## src/rtl/bp_be_fe_cmd_gen_pkg.sv

```systemverilog
// FE/BE command and message types shared by the command generator.
// Widths derive from the processor configuration selector.
package bp_be_fe_cmd_gen_pkg;

    typedef enum logic [0:0] {
        e_bp_default_cfg = 1'b0
    } bp_params_e;

    localparam int vaddr_width_gp         = 39;
    localparam int instr_width_gp         = 32;
    localparam int operand_width_gp       = 32;
    localparam int fe_cmd_opcode_width_gp = 4;

    typedef enum logic [fe_cmd_opcode_width_gp-1:0] {
        e_op_state_reset          = 4'd0,
        e_op_pc_redirection       = 4'd1,
        e_op_icache_fill_response = 4'd2,
        e_op_icache_fence         = 4'd3,
        e_op_itlb_fill_response   = 4'd4,
        e_op_itlb_fence           = 4'd5,
        e_op_attaboy              = 4'd6,
        e_op_wait                 = 4'd7
    } bp_fe_command_queue_opcode_e;

    typedef enum logic [1:0] {
        e_fe_fetch     = 2'd0,
        e_fe_exception = 2'd1
    } bp_fe_queue_type_e;

    // Opcode must stay the most significant field: the generator
    // decodes it straight from the packed vector.
    typedef struct packed {
        bp_fe_command_queue_opcode_e   opcode;
        logic [vaddr_width_gp-1:0]     vaddr;
        logic [operand_width_gp-1:0]   operands;
    } bp_fe_cmd_s;

    typedef struct packed {
        bp_fe_queue_type_e             msg_type;
        logic [vaddr_width_gp-1:0]     pc;
        logic [instr_width_gp-1:0]     instr;
    } bp_fe_queue_s;

    function automatic int fe_cmd_width_f(bp_params_e cfg);
        case (cfg)
            e_bp_default_cfg: return $bits(bp_fe_cmd_s);
            default:          return $bits(bp_fe_cmd_s);
        endcase
    endfunction

    function automatic int fe_queue_width_f(bp_params_e cfg);
        case (cfg)
            e_bp_default_cfg: return $bits(bp_fe_queue_s);
            default:          return $bits(bp_fe_queue_s);
        endcase
    endfunction

endpackage

```

## src/rtl/bsg_fifo_1r1w_small.sv

```systemverilog
// Small in-order FIFO with valid/ready input and valid/yumi output.
// Reset clears all entries; callers use it as a synchronous flush.
module bsg_fifo_1r1w_small #(
    parameter int width_p = 8,
    parameter int els_p   = 2
) (
    input  logic               clk_i,
    input  logic               reset_i,
    input  logic               v_i,
    output logic               ready_o,
    input  logic [width_p-1:0] data_i,
    output logic               v_o,
    output logic [width_p-1:0] data_o,
    input  logic               yumi_i
);

    localparam int ptr_w = (els_p > 1) ? $clog2(els_p) : 1;
    localparam int cnt_w = $clog2(els_p + 1);

    logic [width_p-1:0] mem_r [els_p];
    logic [ptr_w-1:0]   wptr_r;
    logic [ptr_w-1:0]   rptr_r;
    logic [cnt_w-1:0]   count_r;
    logic               push;
    logic               pop;

    assign ready_o = (count_r != cnt_w'(els_p));
    assign v_o     = (count_r != '0);
    assign data_o  = mem_r[rptr_r];
    assign push    = v_i & ready_o;
    assign pop     = yumi_i & v_o;

    // Pointer and occupancy bookkeeping; clear wins over push and pop.
    always_ff @(posedge clk_i) begin
        if (reset_i) begin
            wptr_r  <= '0;
            rptr_r  <= '0;
            count_r <= '0;
        end else begin
            if (push) begin
                wptr_r <= (wptr_r == ptr_w'(els_p - 1))
                        ? '0 : wptr_r + ptr_w'(1);
            end
            if (pop) begin
                rptr_r <= (rptr_r == ptr_w'(els_p - 1))
                        ? '0 : rptr_r + ptr_w'(1);
            end
            count_r <= count_r + cnt_w'(push) - cnt_w'(pop);
        end
    end

    // Storage needs no reset; occupancy decides what is visible.
    always_ff @(posedge clk_i) begin
        if (push) begin
            mem_r[wptr_r] <= data_i;
        end
    end

endmodule

```

## src/rtl/bp_be_fe_cmd_gen.sv

```systemverilog
// Buffers BE->FE commands and filters FE->BE messages that were
// fetched down a path invalidated by an outstanding command.
module bp_be_fe_cmd_gen
    import bp_be_fe_cmd_gen_pkg::*;
#(
    parameter bp_params_e bp_params_p = e_bp_default_cfg,
    localparam int fe_cmd_width_lp   = fe_cmd_width_f(bp_params_p),
    localparam int fe_queue_width_lp = fe_queue_width_f(bp_params_p)
) (
    input  logic                         clk_i,
    input  logic                         reset_i,

    input  logic [fe_cmd_width_lp-1:0]   cmd_i,
    input  logic                         cmd_v_i,
    output logic                         cmd_ready_o,

    output logic [fe_cmd_width_lp-1:0]   fe_cmd_o,
    output logic                         fe_cmd_v_o,
    input  logic                         fe_cmd_yumi_i,

    input  logic [fe_queue_width_lp-1:0] fe_queue_i,
    input  logic                         fe_queue_v_i,
    output logic                         fe_queue_ready_o,

    output logic [fe_queue_width_lp-1:0] fetch_o,
    output logic                         fetch_v_o,
    input  logic                         fetch_yumi_i,

    output logic [15:0]                  attaboy_drop_cnt_o
);

    localparam logic [0:0] e_ready = 1'b0;
    localparam logic [0:0] e_stale = 1'b1;

    localparam int op_w = fe_cmd_opcode_width_gp;

    logic [0:0]      state_r;
    logic [0:0]      state_n;
    logic [1:0]      stale_r;
    logic [1:0]      stale_n;
    logic [15:0]     drop_cnt_r;

    logic [op_w-1:0] cmd_op;
    logic [op_w-1:0] head_op;
    logic            cmd_is_attaboy;
    logic            head_is_attaboy;

    logic            cmd_fifo_ready;
    logic            cmd_fifo_v;
    logic            fetch_fifo_ready;
    logic            fetch_fifo_v;

    logic            cmd_enq;
    logic            cmd_deq;
    logic            nab_enq;
    logic            nab_deq;
    logic            attaboy_drop;
    logic            fetch_flush;
    logic            fetch_discard;
    logic            fetch_push;
    logic            fetch_pop;

    assign cmd_op          = cmd_i[fe_cmd_width_lp-1 -: op_w];
    assign head_op         = fe_cmd_o[fe_cmd_width_lp-1 -: op_w];
    assign cmd_is_attaboy  = (cmd_op == e_op_attaboy);
    assign head_is_attaboy = (head_op == e_op_attaboy);

    // Ready and valid are held low while reset is asserted so nothing
    // is accepted or presented before the FIFOs are known empty.
    assign cmd_ready_o      = cmd_fifo_ready & ~reset_i;
    assign fe_cmd_v_o       = cmd_fifo_v & ~reset_i;
    assign fe_queue_ready_o = fetch_fifo_ready & ~reset_i;
    assign fetch_v_o        = fetch_fifo_v & ~reset_i;

    // Attaboys share the not-full condition, so they never stall BE;
    // when they cannot enter they are counted and forgotten.
    assign cmd_enq      = cmd_v_i & cmd_ready_o;
    assign nab_enq      = cmd_enq & ~cmd_is_attaboy;
    assign attaboy_drop = cmd_v_i & cmd_is_attaboy
                        & ~cmd_ready_o & ~reset_i;

    assign cmd_deq = fe_cmd_yumi_i & fe_cmd_v_o;
    assign nab_deq = cmd_deq & ~head_is_attaboy;

    // A new redirect-class command makes every buffered message stale.
    // Messages keep being dropped until FE has taken the last such
    // command, including the cycle in which it takes it.
    assign fetch_flush   = nab_enq;
    assign fetch_discard = (state_r == e_stale) | nab_deq | nab_enq;
    assign fetch_push    = fe_queue_v_i & fe_queue_ready_o
                         & ~fetch_discard;
    assign fetch_pop     = fetch_yumi_i & fetch_v_o;

    assign attaboy_drop_cnt_o = drop_cnt_r;

    bsg_fifo_1r1w_small #(
        .width_p (fe_cmd_width_lp),
        .els_p   (2)
    ) cmd_fifo (
        .clk_i   (clk_i),
        .reset_i (reset_i),
        .v_i     (cmd_enq),
        .ready_o (cmd_fifo_ready),
        .data_i  (cmd_i),
        .v_o     (cmd_fifo_v),
        .data_o  (fe_cmd_o),
        .yumi_i  (cmd_deq)
    );

    bsg_fifo_1r1w_small #(
        .width_p (fe_queue_width_lp),
        .els_p   (2)
    ) fetch_fifo (
        .clk_i   (clk_i),
        .reset_i (reset_i | fetch_flush),
        .v_i     (fetch_push),
        .ready_o (fetch_fifo_ready),
        .data_i  (fe_queue_i),
        .v_o     (fetch_fifo_v),
        .data_o  (fetch_o),
        .yumi_i  (fetch_pop)
    );

    // Next stale count and state; enqueue and yumi together cancel.
    always_comb begin
        stale_n = stale_r;
        case ({nab_enq, nab_deq})
            2'b10:   stale_n = stale_r + 2'd1;
            2'b01:   stale_n = stale_r - 2'd1;
            default: stale_n = stale_r;
        endcase
        state_n = (stale_n != 2'd0) ? e_stale : e_ready;
    end

    // Stale tracking registers.
    always_ff @(posedge clk_i) begin
        if (reset_i) begin
            stale_r <= 2'd0;
            state_r <= e_ready;
        end else begin
            stale_r <= stale_n;
            state_r <= state_n;
        end
    end

    // Saturating count of attaboys that found the queue full.
    always_ff @(posedge clk_i) begin
        if (reset_i) begin
            drop_cnt_r <= 16'd0;
        end else if (attaboy_drop && (drop_cnt_r != 16'hFFFF)) begin
            drop_cnt_r <= drop_cnt_r + 16'd1;
        end
    end

endmodule

```

## config.mk

```make
export PLATFORM = sky130hd
export DESIGN_NAME = bp_be_fe_cmd_gen
export DESIGN_NICKNAME = d
export VERILOG_FILES = /design/src/rtl/bp_be_fe_cmd_gen_pkg.sv /design/src/rtl/bsg_fifo_1r1w_small.sv /design/src/rtl/bp_be_fe_cmd_gen.sv
export SDC_FILE = /design/constraint.sdc
export NUM_CORES = 1
export LEC_CHECK = 0
export BUFFER_PORTS_ARGS = -buffer_cell sky130_fd_sc_hd__buf_2
export CORE_AREA = 2 2 224 226
export CTS_BUF_LIST = sky130_fd_sc_hd__clkbuf_8
export DETAILED_ROUTE_END_ITERATION = 10
export DIE_AREA = 0 0 226 228
export PLACE_DENSITY_LB_ADDON = 0.15
export SLEW_MARGIN = 40
export SYNTH_ARGS = -nofsm -noshare
export SYNTH_HDL_FRONTEND = slang
export SYNTH_SLANG_ARGS = --single-unit
export TNS_END_PERCENT = 20
```

## constraint.sdc

```tcl
create_clock -name clk_i -period 7.6 [get_ports clk_i]
set_clock_uncertainty 0.2 [all_clocks]
set_input_delay 0.38 -clock clk_i [delete_from_list [all_inputs] [get_ports clk_i]]
set_output_delay 0.38 -clock clk_i [all_outputs]
set_load 0.05 [all_outputs]
```

==> reports/metrics.yaml <==
sta:
  fmax_mhz: 316
  layout_min_cycle_time_ps: 3170
  final_hold_viol_count: 0
  finalMaxSlewViolations: 0
  setup_tns_ps: 0
  rsz0062_at_grt: "false"
  post-route-period-util_pct: 41.7
  max_slew_margin_pct: 56.1
  worst_slew_pin_slew_ps: 659
  setup_violations: 0
layout:
  drive_gt1_share_pct: 47.0
  syn_to_final_growth_pct: 42.5
  final_nets: 1324
  fin_util_pct: 35.2
route:
  routed_via_density: 3.98
  routed_wl_mm: 30.5
  drtPass1Iterations: 4
  drc: 0
  postRouteAntennaNets: 0
  drtIter0Drc: 218
  wl_per_cell_microns: 16.1
  vias: 7524
logic_synthesis:
  yosysWarnings: 0
  ys.flop_type: "edfxtp_1"
  synth_cell_types: 49
  mappedNetlistNets: 798
  yosysSeqAreaShare_pct: 77.7
  synth_top_area_share_pct: 72.9
  ys_seq_elements: 325
  async_reset_ff_share_pct: 0
  avgSynthCellArea_sq_um: 19.1
  syn_area_sq_um: 12200
  synthCells: 638
  synth.largest_area_cell: "edfxtp_1"
  ys_top_cells_by_count: "296 x edfxtp_1, 147 x mux2_2, 29 x dfxtp_1, 19 x clkbuf_1"
  netlist_top_cells_area: "edfxtp_1 73%, mux2_2 14%, dfxtp_1 4.8%"
  synth_edf_count: 296
  synth_most_common_cell: "edfxtp_1"
pwr:
  power.leakage_uw: 0.00648
  peakVddDrop_v: 0.000136
  p_per_area_nw_per_um2: 253
global_route:
  grt_max_degree: 64
  grtUsageTotal_pct: 11.6
  globalRouteOverflowTotal: 0
  first_global_vias: 8015
  grt_pass1_wl_mm: 45.7
  antenna_found_initial: 6
clock_tree:
  cts_sinks: 325
  worstSkewPairLatency_ps: 630
  clk_pin_slew_ps: 60
  cts_inserted_buffers: 60
  cts_tree: "yes"
  clockBufferDepth: 3
  clockRootBuffer: "clkbuf_8"
  htreeDepth: 2
die:
  die_width_microns: 226
  die_h_microns: 228
  die_area_sq_um: 51500
  initial_utilization_pct: 24.7
  num_io_pins: 322
  core_area_sq_um: 49300
  row_count: 82
place:
  hpwl_mm: 19.8
  io_buffers: 321
  place.gp.congestion: 0.694
flow_run:
  maxCapViolations: 0
setup_path:
  cpPeakStageDelay_ps: 680
  crit_chain: "buf_4, mux2_2, buf_2"
  endpoint_kind: "primary output"
  worstSetupPathType: "reg2out"
  cp_max_fo: 41
  critPathArrivalTime_ps: 2590
  cp-start-kind: "register"
  slowest_stage: "dfxtp_4"
  cp.required_ps: 7020
hold_path:
  hold_class: "in2reg"
status:
  status: "finished, final reports clean"
==> state kept, by name, summed over array words and instances (netlist names), 2 cells and up, named ones only <==
| name | cells |
|---|---|
| cmd_fifo.mem_r | 150 |
| fetch_fifo.mem_r | 146 |
| attaboy_drop_cnt_o | 16 |
| cmd_fifo.count_r | 2 |
| fetch_fifo.count_r | 2 |
| stale_r | 2 |
==> cell usage in the layout, fill, tap and decap left out, types with 13 or more instances in the layout <==
master         instances
dfxtp_1               27
mux2_2               147
edfxtp_1             296
nand2_1               13
dlygate4sd3_1        153
inv_1                 33
buf_2                321
clkinv_1              21
a21oi_1               13
clkbuf_8              61
==> stage by stage <==
step                      std cells  area, sq um  power (uW)  worst slack (ps)  hold WS, ps
after floorplan                 638        12200        2650              1000          250
after global placement         1616        14600        2840              3810          294
after detailed placement       1621        14700        2850              4310          304
after CTS                      1888        17400        4490              4270         43.1
after global routing           1892        17400        4610              4220          112
final                          1892        17400        4390              4430          119
==> area by class of cell <==
class,count,area (sq um)
Fill cell,4904,32000
Sequential cell,325,9480
Timing Repair Buffer,487,3290
Multi-Input combinational cell,278,2590
Tap cell,672,841
Clock buffer,61,840
Clock inverter,53,268
Inverter,12,45.0
Antenna cell,4,10.0
==> critical path, delay by kind of cell, from the launching register on <==
kind / cells / cell delay [ps]
flops: 1 / 680
mux: 1 / 410
buf+inv: 2 / 800
==> path summary, 6_finish.rpt <==
kind	startpoint	endpoint	slack (ps)	cells after the start
worst min-delay path	fe_queue_v_i	fetch_fifo.wptr_r$_SDFFE_PP0N_	120	6
worst max-delay path	register	fetch_o[9]	4430	3
worst min register to register	fetch_fifo.wptr_r$_SDFFE_PP0N_	fetch_fifo.wptr_r$_SDFFE_PP0N_	310	1
worst max register to register	register	fetch_fifo.mem_r[0][4]$_DFFE_PP_	4630	6
==> per-layer routing <==
| layer | track usage [%] | wire length, microns | share of wire [%] | vias to the layer above |
|---|---|---|---|---|
| met5 | 0 | 24 | 0.079 | - |
| met4 | 4.62 | 876 | 2.9 | 4 |
| met3 | 4.08 | 2200 | 7.2 | 59 |
| met2 | 18.8 | 14300 | 47 | 227 |
| met1 | 14.0 | 13200 | 43 | 3648 |
| li1 | - | - | - | 3586 |
==> power by group <==
group	total [uW]	internal (uW)	switching, uW
Clock	1530	810	721
Combinational	762	245	517
Sequential	2100	2070	29.9
==> repair_timing <==
| action | CTS | global route |
|---|---|---|
| setup buffers | 0 | 0 |
| endpoints found under the hold margin | 312 | 0 |
| endpoints found under the setup margin | 0 | 0 |
| hold buffers | 153 | 0 |
| resized for setup | 0 | 0 |
==> cell families (layout without fill, tap and decap cells) <==
kind of cell	count (synthesis)	after routing	synth area share [%]
xor+xnor	9	9	0.647
other cells	0	4	0
mux	150	150	13.8
compound gates	38	38	2.07
simple gates	75	75	3.89
buf+inv	35	613	1.23
fa+ha+maj	6	6	0.616
flops	325	325	77.7
(Power assumes the default switching activity.)
